[src/rtl/mul_sched_pkg.sv]
// Shared constants and payload types for the round-robin multiplier scheduler.
package mul_sched_pkg;
    localparam int unsigned NREQ        = 4;
    localparam int unsigned IDW         = $clog2(NREQ);
    localparam int unsigned FIFO_DEPTH  = 8;
    localparam int unsigned MUL_LAT     = 3;
    localparam int unsigned PIPE_STAGES = MUL_LAT + 1;
    localparam int unsigned OPW         = 8;
    localparam int unsigned PW          = 2 * OPW;
    localparam int unsigned PTRW        = $clog2(FIFO_DEPTH);
    localparam int unsigned CNTW        = PTRW + 1;
    localparam int unsigned INFW        = $clog2(PIPE_STAGES + 1);
    localparam int unsigned OCCW        = CNTW + 1;

    typedef struct packed {
        logic           vld;
        logic [IDW-1:0] id;
    } mul_tag_t;

    typedef struct packed {
        logic [IDW-1:0] id;
        logic [PW-1:0]  product;
    } fifo_entry_t;
endpackage

[src/rtl/mul8x8_rr_sched_if.sv]
// Request/response bundle between multiply clients and the scheduler.
interface mul8x8_rr_sched_if;
    import mul_sched_pkg::*;

    logic [NREQ-1:0]     req_valid;
    logic [NREQ*OPW-1:0] req_a;
    logic [NREQ*OPW-1:0] req_b;
    logic [NREQ-1:0]     req_ready;
    logic                rsp_valid;
    logic                rsp_ready;
    logic [IDW-1:0]      rsp_id;
    logic [PW-1:0]       rsp_data;
    logic                busy;

    modport master (
        output req_valid, req_a, req_b, rsp_ready,
        input  req_ready, rsp_valid, rsp_id, rsp_data, busy
    );

    modport slave (
        input  req_valid, req_a, req_b, rsp_ready,
        output req_ready, rsp_valid, rsp_id, rsp_data, busy
    );
endinterface

[src/rtl/mul8x8_pipe3.sv]
// Three-stage shift-and-add unsigned 8x8 multiplier; no stall, fixed latency.
module mul8x8_pipe3
    import mul_sched_pkg::*;
(
    input  logic           clk_mul_sched,
    input  logic           rst,
    input  logic [OPW-1:0] a,
    input  logic [OPW-1:0] b,
    output logic [PW-1:0]  product
);

    function automatic logic [PW-1:0] pp(input logic [OPW-1:0] x, input logic en,
                                         input int unsigned sh);
        return en ? (PW'(x) << sh) : '0;
    endfunction

    logic [PW-1:0]  acc1, acc2;
    logic [OPW-1:0] a1, a2;
    logic [4:0]     bh1;
    logic [1:0]     bh2;

    // Stage 1 sums b[2:0], stage 2 b[5:3], stage 3 b[7:6].
    always_ff @(posedge clk_mul_sched) begin
        if (rst) begin
            acc1    <= '0;
            acc2    <= '0;
            a1      <= '0;
            a2      <= '0;
            bh1     <= '0;
            bh2     <= '0;
            product <= '0;
        end else begin
            acc1    <= pp(a, b[0], 0) + pp(a, b[1], 1) + pp(a, b[2], 2);
            a1      <= a;
            bh1     <= b[7:3];
            acc2    <= acc1 + pp(a1, bh1[0], 3) + pp(a1, bh1[1], 4) + pp(a1, bh1[2], 5);
            a2      <= a1;
            bh2     <= bh1[4:3];
            product <= acc2 + pp(a2, bh2[0], 6) + pp(a2, bh2[1], 7);
        end
    end

endmodule

[src/rtl/mul8x8_rr_sched.sv]
// Round-robin front end sharing one pipelined multiplier; results return in
// grant order through a FWFT FIFO that is pre-reserved at issue time.
module mul8x8_rr_sched
    import mul_sched_pkg::*;
(
    input  logic              clk_mul_sched,
    input  logic              rst,
    mul8x8_rr_sched_if.slave  bus
);

    logic [IDW-1:0]        last_gnt, win_id, arb_idx;
    logic                  win_found, issue_ok, xfer, pop, fifo_wr, rsp_vld;
    logic [INFW-1:0]       inflight;
    logic [CNTW-1:0]       fifo_cnt;
    logic [OCCW-1:0]       occ;
    logic [PTRW-1:0]       wr_ptr, rd_ptr;
    logic [OPW-1:0]        op_a, op_b, sel_a, sel_b;
    logic [OPW-1:0]        a_arr [NREQ];
    logic [OPW-1:0]        b_arr [NREQ];
    logic [PW-1:0]         product;
    mul_tag_t [PIPE_STAGES-1:0] tag_q;
    fifo_entry_t           mem [FIFO_DEPTH];
    fifo_entry_t           head;

    for (genvar g = 0; g < NREQ; g++) begin : g_unpack
        assign a_arr[g] = bus.req_a[g*OPW +: OPW];
        assign b_arr[g] = bus.req_b[g*OPW +: OPW];
    end

    assign rsp_vld  = (fifo_cnt != '0) & ~rst;
    assign pop      = rsp_vld & bus.rsp_ready;
    assign fifo_wr  = tag_q[PIPE_STAGES-1].vld;
    // A slot freed by this cycle's pop is usable by this cycle's issue.
    assign occ      = OCCW'(inflight) + OCCW'(fifo_cnt) - OCCW'(pop);
    assign issue_ok = occ < OCCW'(FIFO_DEPTH);
    assign xfer     = win_found & issue_ok & ~rst;
    assign sel_a    = a_arr[win_id];
    assign sel_b    = b_arr[win_id];

    // First valid requester after the last grant, wrapping.
    always_comb begin
        win_found = 1'b0;
        win_id    = '0;
        arb_idx   = '0;
        for (int unsigned k = 1; k <= NREQ; k++) begin
            arb_idx = IDW'((32'(last_gnt) + k) % NREQ);
            if (!win_found && bus.req_valid[arb_idx]) begin
                win_found = 1'b1;
                win_id    = arb_idx;
            end
        end
    end

    always_comb begin
        bus.req_ready = '0;
        if (xfer) bus.req_ready[win_id] = 1'b1;
    end

    always_ff @(posedge clk_mul_sched) begin
        if (rst) begin
            last_gnt <= IDW'(NREQ - 1);
            op_a     <= '0;
            op_b     <= '0;
            tag_q    <= '0;
            inflight <= '0;
            fifo_cnt <= '0;
            wr_ptr   <= '0;
            rd_ptr   <= '0;
        end else begin
            if (xfer) begin
                last_gnt <= win_id;
                op_a     <= sel_a;
                op_b     <= sel_b;
            end
            tag_q    <= {tag_q[PIPE_STAGES-2:0], mul_tag_t'{vld: xfer, id: win_id}};
            inflight <= inflight + INFW'(xfer) - INFW'(fifo_wr);
            fifo_cnt <= fifo_cnt + CNTW'(fifo_wr) - CNTW'(pop);
            if (fifo_wr) wr_ptr <= wr_ptr + PTRW'(1);
            if (pop)     rd_ptr <= rd_ptr + PTRW'(1);
        end
    end

    // Storage needs no reset; the pointers define what is live.
    always_ff @(posedge clk_mul_sched) begin
        if (fifo_wr) mem[wr_ptr] <= '{id: tag_q[PIPE_STAGES-1].id, product: product};
    end

    assign head          = mem[rd_ptr];
    assign bus.rsp_valid = rsp_vld;
    assign bus.rsp_id    = rsp_vld ? head.id : '0;
    assign bus.rsp_data  = rsp_vld ? head.product : '0;
    assign bus.busy      = ~rst & ((inflight != '0) | (fifo_cnt != '0));

    mul8x8_pipe3 u_mul (
        .clk_mul_sched (clk_mul_sched),
        .rst           (rst),
        .a             (op_a),
        .b             (op_b),
        .product       (product)
    );

endmodule

[src/flat_wrapper.sv]
// flat-port wrapper written by rule: the top's interface ports become plain ports
module mul8x8_rr_sched_flat import mul_sched_pkg::*;
  (clk_mul_sched, rst, bus_req_valid, bus_req_a, bus_req_b, bus_rsp_ready, bus_req_ready, bus_rsp_valid, bus_rsp_id, bus_rsp_data, bus_busy);
  mul8x8_rr_sched_if bus_i ();
  input  logic clk_mul_sched;
  input  logic rst;
  input wire logic [$bits(bus_i.req_valid)-1:0] bus_req_valid;
  input wire logic [$bits(bus_i.req_a)-1:0] bus_req_a;
  input wire logic [$bits(bus_i.req_b)-1:0] bus_req_b;
  input wire logic [$bits(bus_i.rsp_ready)-1:0] bus_rsp_ready;
  output wire logic [$bits(bus_i.req_ready)-1:0] bus_req_ready;
  output wire logic [$bits(bus_i.rsp_valid)-1:0] bus_rsp_valid;
  output wire logic [$bits(bus_i.rsp_id)-1:0] bus_rsp_id;
  output wire logic [$bits(bus_i.rsp_data)-1:0] bus_rsp_data;
  output wire logic [$bits(bus_i.busy)-1:0] bus_busy;
  assign bus_i.req_valid = bus_req_valid;
  assign bus_i.req_a = bus_req_a;
  assign bus_i.req_b = bus_req_b;
  assign bus_i.rsp_ready = bus_rsp_ready;
  assign bus_req_ready = bus_i.req_ready;
  assign bus_rsp_valid = bus_i.rsp_valid;
  assign bus_rsp_id = bus_i.rsp_id;
  assign bus_rsp_data = bus_i.rsp_data;
  assign bus_busy = bus_i.busy;
  mul8x8_rr_sched u_core (.clk_mul_sched(clk_mul_sched), .rst(rst), .bus(bus_i));
endmodule
[config.mk]
export PLATFORM = sky130hd
export DESIGN_NAME = mul8x8_rr_sched_flat
export DESIGN_NICKNAME = d
export VERILOG_FILES = /design/src/rtl/mul_sched_pkg.sv /design/src/rtl/mul8x8_rr_sched_if.sv /design/src/rtl/mul8x8_pipe3.sv /design/src/rtl/mul8x8_rr_sched.sv /design/src/flat_wrapper.sv
export SDC_FILE = /design/constraint.sdc
export NUM_CORES = 1
export LEC_CHECK = 0
export ABC_AREA = 1
export BUFFER_PORTS_ARGS = -buffer_cell sky130_fd_sc_hd__buf_2
export CORE_ASPECT_RATIO = 0.9
export CORE_MARGIN = 2
export CORE_UTILIZATION = 35
export DETAILED_ROUTE_END_ITERATION = 8
export GPL_TIMING_DRIVEN = 0
export PLACE_DENSITY_LB_ADDON = 0.15
export SYNTH_ARGS = -nofsm -noshare
export SYNTH_HDL_FRONTEND = slang
export SYNTH_SLANG_ARGS = --single-unit
[constraint.sdc]
create_clock -name clk_mul_sched -period 4.6 [get_ports clk_mul_sched]
set_clock_uncertainty 0.1 [all_clocks]
set_input_delay 0.46 -clock clk_mul_sched [delete_from_list [all_inputs] [get_ports clk_mul_sched]]
set_output_delay 0.46 -clock clk_mul_sched [all_outputs]
set_load 0.005 [all_outputs]
; After elaboration in Yosys (flattened, before gate mapping)
; Memories as Yosys holds them, arrays and structs flattened. A register that Yosys moved wholly into a read port is not among the register bits.
; Index checks and enable logic that the tools add are counted.
[classes]
n_mux = 39
order_cmp = 8
n_bitwise = 8
n_addsub = 19
n_reduce_logical = 9
[op_table]
columns = op, n
row1 = two-way mux 8 bit, 5
row2 = binary-select mux 8 bit (select 2 bit), 2
row3 = adder 16 x 11 -> 16 bit, 1
row4 = adder 16 x 12 -> 16 bit, 1
row5 = adder 16 x 13 -> 16 bit, 1
row6 = adder 16 x 14 -> 16 bit, 1
row7 = adder 16 x 15 -> 16 bit, 1
row8 = two-way mux 16 bit, 1
row9 = < comparator 2 x 3 -> 1 bit (second input constant), 5
row10 = two-way mux 15 bit, 1
row11 = two-way mux 14 bit, 1
row12 = two-way mux 13 bit, 1
row13 = two-way mux 12 bit, 1
row14 = adder 10 x 10 -> 11 bit, 1
row15 = two-way mux 1 bit, 11
row16 = two-way mux 11 bit, 1
row17 = adder 8 x 9 -> 10 bit, 1
row18 = two-way mux 10 bit, 1
row19 = two-way mux 2 bit, 5
row20 = two-way mux 9 bit, 1
row21 = binary-select mux 1 bit (select 2 bit), 4
row22 = adder 3 x 1 -> 3 bit (second input constant), 2
row23 = two-way mux 3 bit, 2
row24 = adder 3 x 4 -> 5 bit, 1
row25 = other kinds (20), 31
[totals]
memories = 1
inputBits = 71
ram_bits = 144
ff_bits = 114
[mem_list]
columns = name, words, word_bits, rd, rd_clocked_by_memory_dff, write_ports, line
row1 = u_core.mem, 8, 18, 1, 1, 1, mul8x8_rr_sched.sv:22  ; fifo_entry_t mem [FIFO_DEPTH];

; Longest topological paths before layout
; Gate-level depths: netlist of run 1.
[logic_depth]
word_depth = 18
ltp_mapped = 23

; By module
; From an unflattened synthesis of run 1, not the netlist that was laid out.
[hier_totals]
hier_cells = 1499
hier_area_um2 = 12852.3
[modules_own_cells]
columns = module, cells_each, seq_area_each_um2, instances, area_each_um2
row1 = mul8x8_rr_sched, 908, 5245.0, 1, 8700.8
row2 = mul8x8_pipe3, 591, 1301.2, 1, 4151.5

; Worst setup path after synthesis of run 1
; Ideal clock, no wire load.
[synth_timing]
path_kind = input to register
startpoint = input rst
endpoint = register u_core.inflight[2]
required_time_ns = 4.376
stages = 23
arrival_ns = 3.121
slack_ns = 1.255
path_cell_list = buf_6 -> inv_2 -> buf_6 -> nand4_2 -> ha_1 -> nand2_1 -> inv_1 -> nand3_1 -> nand2_1 -> nand2_1 -> nand2_1 -> nand2_1 -> nand2_1 -> nand3_4 -> buf_2 -> ha_1 -> inv_1 -> ha_1 -> inv_1 -> fa_1 -> xor2_1 -> o21ai_0 -> a21oi_1
[synth_between]
elab_chain_cells = 9
[synth_rtl]
columns = element, line
row1 = "start, declared", flat_wrapper.sv:6  ; input logic rst;
row2 = inverter 1 bit, "mul8x8_rr_sched.sv:30, mul8x8_rr_sched.sv:36"
row3 = bitwise AND 1 bit, mul8x8_rr_sched.sv:30  ; assign rsp_vld = (fifo_cnt != '0) & ~rst;
row4 = bitwise AND 1 bit, mul8x8_rr_sched.sv:31  ; assign pop = rsp_vld & bus.rsp_ready;
row5 = subtractor 5 x 1 -> 5 bit, mul8x8_rr_sched.sv:34  ; assign occ = OCCW'(inflight) + OCCW'(fifo_cnt) - OCCW'(pop);
row6 = < comparator 5 x 4 -> 1 bit, mul8x8_rr_sched.sv:35  ; assign issue_ok = occ < OCCW'(FIFO_DEPTH);
row7 = bitwise AND 1 bit (2 in series), mul8x8_rr_sched.sv:36  ; assign xfer = win_found & issue_ok & ~rst;
row8 = adder 3 x 1 -> 3 bit, mul8x8_rr_sched.sv:76  ; inflight <= inflight + INFW'(xfer) - INFW'(fifo_wr);
row9 = subtractor 3 x 1 -> 3 bit, mul8x8_rr_sched.sv:76
row10 = "end signal, assigned", mul8x8_rr_sched.sv:76
row11 = "end, declared", mul8x8_rr_sched.sv:13  ; logic [INFW-1:0] inflight;
; Several ways; a longest one is shown, not always the timed one.
; A chain may end at the register's enable or synchronous reset.

; Worst setup path in the final report of run 1
[layout_timing]
startpoint = register u_core.fifo_cnt[3]
endpoint = register u_core.inflight[2]
[layout_between]
elab_chain_cells = 9
elab_cells_between_ends = 10
cone_classes = 4 x add/sub / 1 x order compare / 4 x bitwise / 1 x reduce/logical
[layout_rtl]
columns = element, line
row1 = "start, declared", mul8x8_rr_sched.sv:14  ; logic [CNTW-1:0] fifo_cnt;
row2 = "start signal, assigned", mul8x8_rr_sched.sv:77  ; fifo_cnt <= fifo_cnt + CNTW'(fifo_wr) - CNTW'(pop);
row3 = "parallel branches: the longest is 3 deep, another holds adder 3 x 4 -> 5 bit", -
row4 = subtractor 5 x 1 -> 5 bit *, mul8x8_rr_sched.sv:34
row5 = < comparator 5 x 4 -> 1 bit *, mul8x8_rr_sched.sv:35
row6 = bitwise AND 1 bit * (2 in series), mul8x8_rr_sched.sv:36
row7 = adder 3 x 1 -> 3 bit *, mul8x8_rr_sched.sv:76
row8 = subtractor 3 x 1 -> 3 bit *, mul8x8_rr_sched.sv:76
; Mark *: on every way between the ends.

==> flow_summary.json, run 1 <==
{
  "die_h_um": 182,
  "n_antenna_cell": 0,
  "ys_types": 40,
  "ir_drop_v": 0.000271,
  "outcome": "completed",
  "cp.required_ns": 4.94,
  "synth-seq-area-share": 0.530,
  "synth_area_leaders": "edfxtp_1, dfxtp_1, nand2_1, inv_1, nor2_1",
  "viasPerCell": 4.57,
  "cts-buffers-inserted": 28,
  "ant_nets": 0,
  "synth_common_cells": "nand2_1, inv_1, nor2_1",
  "synth_nets": 1511,
  "cts_resized": 0,
  "antenna_found_initial": 0,
  "gr-total-overflow": 0,
  "cts_tree": "yes",
  "synth_ff_type": "edfxtp_1",
  "num_rows": 65,
  "p_per_area_nw_per_um2": 471,
  "post-place-ws_ns": 0.753,
  "final_util": 0.413,
  "yosysWarningCount": 0,
  "r2r_start": "u_core.fifo_cnt[3]$_SDFF_PP0_",
  "htreeDepth": 1,
  "syn_area_per_cell_sq_um": 9.07,
  "gp_congestion": 0.779,
  "synth_top_area_share": 0.350,
  "fmax_mhz": 264,
  "setup_ws_ns": 0.813,
  "syn_inst": 1363,
  "die_area_sq_um": 36800,
  "synth_edf_count": 144,
  "io_buffers": 93,
  "setup_viol": 0,
  "ff2ff_path_depth": 23,
  "final.min_clock_period_ns": 3.79,
  "track_usage": 0.161,
  "arrival_ns": 4.13,
  "area_delta_synth_final_pct": 16.9,
  "drv_cap": 0,
  "synth-seq-cells": 255,
  "grt_pass1_wl_um": 47500,
  "drt_pass1_iterations": 5,
  "nets": 1642,
  "fin_tns_setup_ns": 0,
  "period_share": 0.823,
  "hold_buffers": 0,
  "yosysMostFrequentCell": "nand2_1",
  "ioPinCount": 95,
  "criticalPathCategory": "flop to flop",
  "cts_sinks": 255,
  "dp_hpwl_um": 21600,
  "core-area_sq_um": 35000,
  "async_reset_ff_frac": 0,
  "relSlewSlack": 0.468,
  "rsz0062_at_grt": "no",
  "wl_um": 29200,
  "dr_total_vias": 9073,
  "cp-startpoint": "u_core.fifo_cnt[3]$_SDFF_PP0_",
  "hold_viol_final": 0,
  "p_leak_nw": 6.29,
  "post-cts-setup-buffers": 0,
  "path_max_fanout": 10,
  "drt-initial-drc-count": 469,
  "hold_path.class": "input port to flop",
  "synth_area_sq_um": 12400,
  "rrSetupSlack_ns": 0.81,
  "drive_above_1_share": 0.134,
  "wl_per_cell_um": 14.7,
  "synth.largest_area_cell": "edfxtp_1",
  "r2r_end": "u_core.inflight[2]$_SDFF_PP0_",
  "power_w": 0.00681,
  "start_kind": "flop",
  "clockBufferDepth": 3,
  "clk_pin_slew_ns": 0.06,
  "clockRootBuffer": "clkbuf_16",
  "critPathCapture": "u_core.inflight[2]$_SDFF_PP0_",
  "die_x_um": 202,
  "hold_depth": 2,
  "report.final.slew_viol_count": 0,
  "start_util": 0.354,
  "clk_latency_ns": 0.56,
  "grt_pass1_vias": 9018,
  "tightest_slew_ns": 0.798,
  "cp-end-kind": "flop",
  "drc": 0,
  "grt_max_degree": 17
}
## how the worst min path moves through the flow
stage	from	endpoint	slack, ns
floorplan	u_core.tag_q[8]$_SDFF_PP0_	u_core.fifo_wr$_SDFF_PP0_	0.29
global placement	u_core.tag_q[5]$_SDFF_PP0_	u_core.tag_q[8]$_SDFF_PP0_	0.29
detailed placement	u_core.tag_q[0]$_SDFF_PP0_	u_core.tag_q[3]$_SDFF_PP0_	0.30
CTS	rst	u_core.tag_q[0]$_SDFF_PP0_	0.04
global route	rst	u_core.tag_q[0]$_SDFF_PP0_	0.04
finish	rst	u_core.tag_q[0]$_SDFF_PP0_	0.05
## layout by cell type, fill, tap and decap left out, drive strengths merged
| cell type | instances |
|---|---|
| a211oi | 1 |
| a21o | 1 |
| a21oi | 44 |
| a31oi | 18 |
| buf | 119 |
| bufinv | 1 |
| clkbuf | 75 |
| clkinv | 18 |
| clkinvlp | 2 |
| dfxtp | 111 |
| edfxtp | 144 |
| fa | 31 |
| ha | 46 |
| inv | 209 |
| nand2 | 256 |
| nand3 | 64 |
| nand3b | 28 |
| nand4 | 2 |
| nor2 | 201 |
| nor3 | 2 |
| o21ai | 121 |
| o22ai | 18 |
| or2 | 1 |
| xor2 | 3 |
## final cells by class
type                       instances  area [sq um]
buffer                            60           297
clock buffer                      33           719
clock inverter                    19           154
fill                            3519         20500
inverter                         211           798
multi-input combinational        837          4740
sequential                       255          6550
tap                              469           587
timing repair buffer             101           611
## cell families after synthesis
group                    count (synthesis)  share of synthesized area
XOR/XNOR                                 3                    0.00213
flip-flops                             255                      0.530
AND/OR/NAND/NOR                        554                      0.195
buffers and inverters                  271                     0.0886
adder cells (fa/ha/maj)                 77                     0.0968
AO/OA/AOI/OAI                          203                     0.0884
## layer usage
metal | track usage | up-vias | wire length, um
li1 | - | 4666 | -
met1 | 0.216 | 4238 | 14200
met2 | 0.282 | 134 | 13600
met3 | 0.0204 | 35 | 979
met4 | 0.0289 | 0 | 455
met5 | 0 | - | 0
## power by group
part | switching, W | internal, W
sequential | 0.0000745 | 0.00251
clock | 0.000908 | 0.00118
combinational | 0.00140 | 0.000731
total | 0.00238 | 0.00442
## through the flow
step / hold WS, ns / cells / instance area [sq um]
after detailed placement: 0.296 / 1933 / 13600
final: 0.0508 / 1985 / 14500
after floorplan: 0.288 / 1363 / 12400
after CTS: 0.0372 / 1985 / 14500
after global placement: 0.292 / 1925 / 13400
after global routing: 0.0388 / 1985 / 14500
## worst max-delay path, stage by stage (launching register included)
cell	delay (ns)
dfxtp_1	0.35
inv_1	0.09
ha_1	0.19
nand2_1	0.17
nand4_2	0.12
ha_1	0.33
nand2_1	0.06
inv_1	0.05
nand3_1	0.08
nand2_1	0.06
nand2_1	0.08
nand2_1	0.08
nand2_1	0.05
nand2_1	0.16
nand3_4	0.19
buf_2	0.26
ha_1	0.29
inv_1	0.05
ha_1	0.13
inv_1	0.05
fa_1	0.37
xor2_1	0.16
o21ai_0	0.14
a21oi_1	0.05
## state kept, by name, summed over array words and instances (netlist names), named ones only
signal / flops
u_core.u_mul.bh2: 2
u_core.u_mul.product: 16
u_core.u_mul.a1: 8
u_core.u_mul.bh1: 5
u_core.u_mul.acc1: 11
u_core.op_a: 8
u_core.last_gnt: 2
u_core.wr_ptr: 3
u_core.mem: 144
u_core.fifo_cnt: 4
u_core.op_b: 8
u_core.rd_ptr: 3
u_core.inflight: 3
u_core.fifo_wr: 1
u_core.u_mul.acc2: 15
u_core.u_mul.a2: 8
u_core.tag_q: 11
Note: power is estimated with default switching activity, not from simulation.
==> run 2: changes to the inputs <==
--- a/config.mk
+++ b/config.mk
@@ -5,7 +5,7 @@
 export SDC_FILE = /design/constraint.sdc
 export NUM_CORES = 1
 export LEC_CHECK = 0
-export ABC_AREA = 1
+export ABC_AREA = 0
 export BUFFER_PORTS_ARGS = -buffer_cell sky130_fd_sc_hd__buf_2
 export CORE_ASPECT_RATIO = 0.9
 export CORE_MARGIN = 2
==> constraint.sdc (replaced) <==
create_clock -name clk_mul_sched -period 3.3 [get_ports clk_mul_sched]
set_clock_uncertainty 0.1 [all_clocks]
set_input_delay 0.33 -clock clk_mul_sched [delete_from_list [all_inputs] [get_ports clk_mul_sched]]
set_output_delay 0.33 -clock clk_mul_sched [all_outputs]
set_load 0.005 [all_outputs]
==> run 2 against run 1 <==
Net effect:
- the flow now finishes with violations (setup timing)
- synthesized cell count is 35% lower
- via count is 23% lower
- cell count is 25% lower
- global-route usage is 1.2 points lower
- hold slack better by 0.077 ns
- critical path depth is 9 lower
- area after synthesis is 5.6% lower
- design area is 1.7% lower
- first-iteration DRC count is 42% lower
- total power is 32% higher
- flip-flop and latch count stayed put
- largest cell class unchanged
- largest power group unchanged
==> flow_summary.json, run 2 <==
{
  "io_buffers": 94,
  "top_regs": "u_core.mem: 144 flops, u_core.u_mul.product: 16 flops, u_core.u_mul.acc2: 15 flops",
  "hold_path.class": "input port to flop",
  "min_to": "u_core.op_b[1]$_SDFFE_PP0P_",
  "viasPerCell": 4.66,
  "wl_um": 24700,
  "rsz0062_at_grt": "yes",
  "ys_types": 57,
  "n_antenna_cell": 0,
  "dp_hpwl_um": 17300,
  "ff2ff_path_depth": 17,
  "grt_pass1_vias": 7517,
  "rrSetupSlack_ns": -0.09,
  "synth.largest_area_cell": "edfxtp_1",
  "p_leak_nw": 5.66,
  "largest_reg_flops": 144,
  "synth_common_cells": "edfxtp_1, dfxtp_1, inv_1",
  "syn_inst": 892,
  "outcome": "complete, but fails checks",
  "die_x_um": 196,
  "synth-seq-area-share": 0.561,
  "start_util": 0.355,
  "gp_congestion": 0.733,
  "drive_above_1_share": 0.304,
  "grt_max_degree": 16,
  "dr_total_vias": 6941,
  "synth-xor-area-share": 0.0113,
  "track_usage": 0.149,
  "setup_ws_ns": -0.155,
  "synth_area_leaders": "edfxtp_1, dfxtp_1, mux4_2, fa_1, ha_1",
  "synth_ff_type": "edfxtp_1",
  "r2r_end": "u_core.u_mul.acc2[7]$_SDFF_PP0_",
  "cts_tree": "yes",
  "r2r_start": "u_core.u_mul.bh1[2]$_SDFF_PP0_",
  "synth_top_family_by_area": "multiplexers",
  "path_max_fanout": 3,
  "clockRootBuffer": "clkbuf_16",
  "synth-seq-cells": 255,
  "report.final.slew_viol_count": 0,
  "p_per_area_nw_per_um2": 632,
  "die_area_sq_um": 34800,
  "final.min_clock_period_ns": 3.45,
  "hold_depth": 4,
  "arrival_ns": 3.02,
  "start_kind": "flop",
  "criticalPathCategory": "flop to output pin",
  "final_common_cell": "edfxtp_1",
  "async_reset_ff_frac": 0,
  "final_util": 0.432,
  "synth-compound-area-share": 0.0429,
  "antenna_found_initial": 0,
  "wl_per_cell_um": 16.6,
  "drt_pass1_iterations": 4,
  "cp-end-kind": "output pin",
  "drv_cap": 0,
  "gr-total-overflow": 0,
  "num_rows": 63,
  "synth_nets": 1040,
  "ioPinCount": 95,
  "period_share": 1.05,
  "ant_nets": 0,
  "drt-initial-drc-count": 274,
  "cts-buffers-inserted": 28,
  "clk_latency_ns": 0.55,
  "area_delta_synth_final_pct": 21.8,
  "mostFrequentLayoutCells": "edfxtp_1, buf_2, dfxtp_1",
  "clockBufferDepth": 3,
  "relSlewSlack": 0.424,
  "grt_pass1_wl_um": 40500,
  "drc": 0,
  "tightest_slew_ns": 0.864,
  "regMostFlops": "u_core.mem",
  "cp.required_ns": 2.87,
  "nets": 1194,
  "post-place-ws_ns": -0.631,
  "setup_viol": 7,
  "min_from": "bus_req_b[17]",
  "synth_top_area_share": 0.371,
  "synth_area_sq_um": 11700,
  "synthSimpleGateAreaFrac": 0.106,
  "yosysMostFrequentCell": "edfxtp_1",
  "core-area_sq_um": 32900,
  "yosysWarningCount": 0,
  "die_h_um": 177,
  "htreeDepth": 1,
  "hold_viol_final": 0,
  "clk_pin_slew_ns": 0.06,
  "syn_area_per_cell_sq_um": 13.1,
  "synth.area.mux_share": 0.135,
  "synth_edf_count": 144,
  "synthAdderAreaFrac": 0.103,
  "violations": "setup timing",
  "ir_drop_v": 0.000388,
  "cts_sinks": 255,
  "fmax_mhz": 289
}
==> run 2: power breakdown <==
group / leakage (nW) / switching [W] / internal, W / total (W)
registers: 2.22 / 0.000146 / 0.00351 / 0.00366
clock network: 0.487 / 0.00128 / 0.00192 / 0.00320
logic: 2.94 / 0.00105 / 0.00107 / 0.00212
==> run 2: what timing repair did <==
item	CTS	global route
gates resized for setup	41	24
setup endpoints to repair	29	21
pin swaps	16	12
hold buffers	0	0
gates cloned	0	0
buffers inserted	22	6
==> run 2: worst max-delay path by stage <==
stage                                       start                             to  cells past startpoint
floorplan           u_core.fifo_cnt[3]$_SDFF_PP0_  u_core.inflight[1]$_SDFF_PP0_                     19
global placement        u_core.fifo_wr$_SDFF_PP0_    u_core.mem[4][13]$_DFFE_PP_                      3
detailed placement                            rst  u_core.inflight[1]$_SDFF_PP0_                     18
CTS                 u_core.fifo_cnt[3]$_SDFF_PP0_               bus_req_ready[1]                     14
global route        u_core.fifo_cnt[3]$_SDFF_PP0_               bus_req_ready[0]                     14
finish              u_core.fifo_cnt[3]$_SDFF_PP0_               bus_req_ready[0]                     14
==> run 2: per-layer routing <==
metal,share of wire,GRT usage
met4,0.019,0.0344
met5,0,0
met3,0.036,0.0204
met1,0.45,0.192
met2,0.49,0.267
==> run 2: kinds of logic after synthesis <==
group	Yosys count
simple gates	245
buf+inv	116
fa+ha+maj	77
xor+xnor	15
compound gates	75
mux	109
flops	255
==> run 2: final cells by class <==
type                            instances  area (sq um)
Inverter                               78           298
Timing Repair Buffer                  132           836
Buffer                                 30           146
Multi-Input combinational cell        521          4850
Clock buffer                           35           777
Tap cell                              422           528
Fill cell                            3075         18700
Sequential cell                       255          6570
Clock inverter                         17           198
==> run 2: metrics by stage <==
| step | std cells | hold slack, ns | power [W] | setup TNS (ns) | cell area [sq um] |
|---|---|---|---|---|---|
| 2_1_floorplan | 892 | 0.314 | 0.00510 | -0.323 | 11700 |
| 3_3_place_gp | 1408 | 0.316 | 0.00562 | -28.31 | 12700 |
| 3_5_place_dp | 1418 | 0.323 | 0.00562 | -3.06 | 12900 |
| 4_1_cts | 1486 | 0.122 | 0.00907 | -1.14 | 14100 |
| 5_1_grt | 1490 | 0.147 | 0.00948 | -1.60 | 14200 |
| 6_report | 1490 | 0.128 | 0.00898 | -0.589 | 14200 |
==> run 2: critical path, cell delays in order (launching register included) <==
cell and delay, ns:
dfxtp_2 0.33, inv_2 0.05, ha_4 0.15, or3b_4 0.24
nand2_4 0.04, or2_4 0.24, ha_4 0.27, nand4_1 0.09
a21o_1 0.18, o211ai_2 0.08, mux2i_4 0.35, nor2_4 0.09
buf_6 0.13, and3_4 0.14, buf_6 0.11
==> run 3: changes to the inputs <==
--- a/config.mk
+++ b/config.mk
@@ -9,7 +9,7 @@
 export BUFFER_PORTS_ARGS = -buffer_cell sky130_fd_sc_hd__buf_2
 export CORE_ASPECT_RATIO = 0.9
 export CORE_MARGIN = 2
-export CORE_UTILIZATION = 35
+export CORE_UTILIZATION = 38
 export DETAILED_ROUTE_END_ITERATION = 8
 export GPL_TIMING_DRIVEN = 0
 export PLACE_DENSITY_LB_ADDON = 0.15
==> run 3 against run 2 <==
Net effect:
- the flow still finishes with violations (setup timing)
- first-iteration DRC count rose by 24%
- critical path depth stayed put
- die area fell by 7.7%
- cell count decreased by 1.1%
- via count barely moved
- hold slack gained 0.018 ns
- total power down 1.8%
- routed wire length fell by 3.2%
- flip-flop and latch count unchanged
- sequential power hardly changed
- fmax fell by 0.86%
- largest cell class unchanged
- largest power group unchanged
==> flow_summary.json, run 3 (synthesis results as in run 2) <==
{
  "tightest_slew_ns": 0.861,
  "drt-initial-drc-count": 341,
  "mostFrequentLayoutCells": "edfxtp_1, buf_2, dfxtp_1",
  "criticalPathCategory": "flop to output pin",
  "drc": 0,
  "cts_tree": "yes",
  "ioPinCount": 95,
  "die_x_um": 189,
  "clockRootBuffer": "clkbuf_16",
  "fin_hold_ws_ns": 0.145,
  "start_kind": "flop",
  "io_buffers": 94,
  "antenna_found_initial": 0,
  "clk_latency_ns": 0.54,
  "wl_um": 23900,
  "ff2ff_path_depth": 18,
  "rrSetupSlack_ns": -0.14,
  "n_antenna_cell": 0,
  "gr-total-overflow": 0,
  "grt_pass1_wl_um": 38500,
  "cp-end-kind": "output pin",
  "clk_pin_slew_ns": 0.06,
  "report.final.slew_viol_count": 0,
  "hold_viol_final": 0,
  "ir_drop_v": 0.000367,
  "hold_path.class": "input port to flop",
  "hold_buffers": 0,
  "dr_total_vias": 6937,
  "gp_congestion": 0.751,
  "p_per_area_nw_per_um2": 622,
  "area_delta_synth_final_pct": 21.4,
  "nets": 1198,
  "dp.cells": 1399,
  "grt_max_degree": 15,
  "path_max_fanout": 3,
  "viasPerCell": 4.71,
  "cp.required_ns": 2.87,
  "stdcell_count": 1474,
  "final_common_cell": "edfxtp_1",
  "clockBufferDepth": 3,
  "rsz0062_at_grt": "yes",
  "period_share": 1.06,
  "drv_cap": 0,
  "setup_viol": 8,
  "r2r_end": "u_core.inflight[1]$_SDFF_PP0_",
  "p_leak_nw": 5.64,
  "core-area_sq_um": 30000,
  "die_h_um": 170,
  "grt_pass1_vias": 7218,
  "cts_sinks": 255,
  "drive_above_1_share": 0.297,
  "track_usage": 0.153,
  "arrival_ns": 3.05,
  "regMostFlops": "u_core.mem",
  "wl_per_cell_um": 16.2,
  "min_to": "u_core.op_b[1]$_SDFFE_PP0P_",
  "dp_hpwl_um": 16900,
  "ant_nets": 0,
  "power_w": 0.00882,
  "largest_reg_flops": 144,
  "r2r_start": "u_core.fifo_cnt[2]$_SDFF_PP0_",
  "fmax_mhz": 287,
  "cts-buffers-inserted": 27,
  "die_area_sq_um": 32100,
  "violations": "setup timing",
  "drt_pass1_iterations": 4,
  "num_rows": 60,
  "htreeDepth": 1,
  "fillers": 2748,
  "min_from": "bus_req_b[17]",
  "hold_depth": 4,
  "top_regs": "u_core.mem: 144 flops, u_core.u_mul.product: 16 flops, u_core.u_mul.acc2: 15 flops",
  "relSlewSlack": 0.426,
  "outcome": "complete, but fails checks",
  "final.min_clock_period_ns": 3.48,
  "setup_ws_ns": -0.185,
  "start_util": 0.389
}
==> run 3: changes by cell type in the layout (fill, tap and decap cells not counted), moves of 2 or more <==
| cell | before | now |
|---|---|---|
| clkinv_2 | 10 | 3 |
| clkbuf_1 | 15 | 20 |
| clkinv_1 | 0 | 4 |
| dfxtp_1 | 97 | 100 |
| buf_8 | 6 | 8 |
| dfxtp_2 | 10 | 8 |
| inv_4 | 0 | 2 |
==> run 3: through the flow <==
stage               cell area (sq um)  setup WS [ns]  setup TNS [ns]  utilization
global route                    14200         -0.332           -2.28        0.472
CTS                             14100         -0.237           -1.44        0.468
detailed placement              12900         -0.698           -3.19        0.429
floorplan                       11700         -0.181          -0.323            -
global placement                12700         -0.650          -23.42        0.423
finish                          14200         -0.185          -0.889        0.472
==> run 3: final cells by class <==
type / instances / area [sq um] / area share
tap: 403 / 504 / 0.0356
timing repair buffer: 136 / 885 / 0.0625
clock buffer: 39 / 771 / 0.0544
inverter: 78 / 298 / 0.0210
sequential: 255 / 6570 / 0.464
clock inverter: 11 / 119 / 0.00839
multi-input combinational: 521 / 4860 / 0.343
buffer: 31 / 160 / 0.0113
==> run 3: layer usage <==
metal / vias to the layer above / share of wire / global-route usage
met1: 3361 / 0.46 / 0.202
met4: 0 / 0.016 / 0.0309
li1: 3442 / - / -
met5: - / 0 / 0
met3: 30 / 0.035 / 0.0214
met2: 104 / 0.49 / 0.269
==> run 3: worst max path at each step <==
stage	startpoint	to	depth (start not counted)
after floorplan	u_core.fifo_cnt[3]$_SDFF_PP0_	u_core.inflight[1]$_SDFF_PP0_	19
after global placement	rst	u_core.inflight[1]$_SDFF_PP0_	18
after detailed placement	rst	u_core.inflight[1]$_SDFF_PP0_	18
after CTS	u_core.fifo_cnt[2]$_SDFF_PP0_	bus_req_ready[0]	14
after global routing	u_core.fifo_cnt[2]$_SDFF_PP0_	bus_req_ready[1]	14
final	u_core.fifo_cnt[2]$_SDFF_PP0_	bus_req_ready[1]	14
==> run 3: timing repair <==
| action | in CTS | in global routing |
|---|---|---|
| buffers inserted | 29 | 11 |
| resized for setup | 31 | 37 |
| pin swaps | 12 | 18 |
| setup endpoints to repair | 24 | 25 |
==> run 3: power by group <==
group | internal [W] | switching, W | leakage [nW]
sequential | 0.00351 | 0.000142 | 2.22
combinational | 0.00109 | 0.00106 | 2.98
clock | 0.00178 | 0.00123 | 0.437
==> run 3: critical path: stages (launching register included) <==
cell	delay, ns
dfxtp_2	0.34
inv_4	0.04
ha_4	0.14
or3b_4	0.25
nand2_4	0.05
or2_4	0.25
ha_4	0.27
nand4_1	0.09
a21o_1	0.18
o211ai_2	0.09
mux2i_4	0.37
nor2_4	0.08
buf_6	0.13
and3_4	0.14
buf_6	0.11
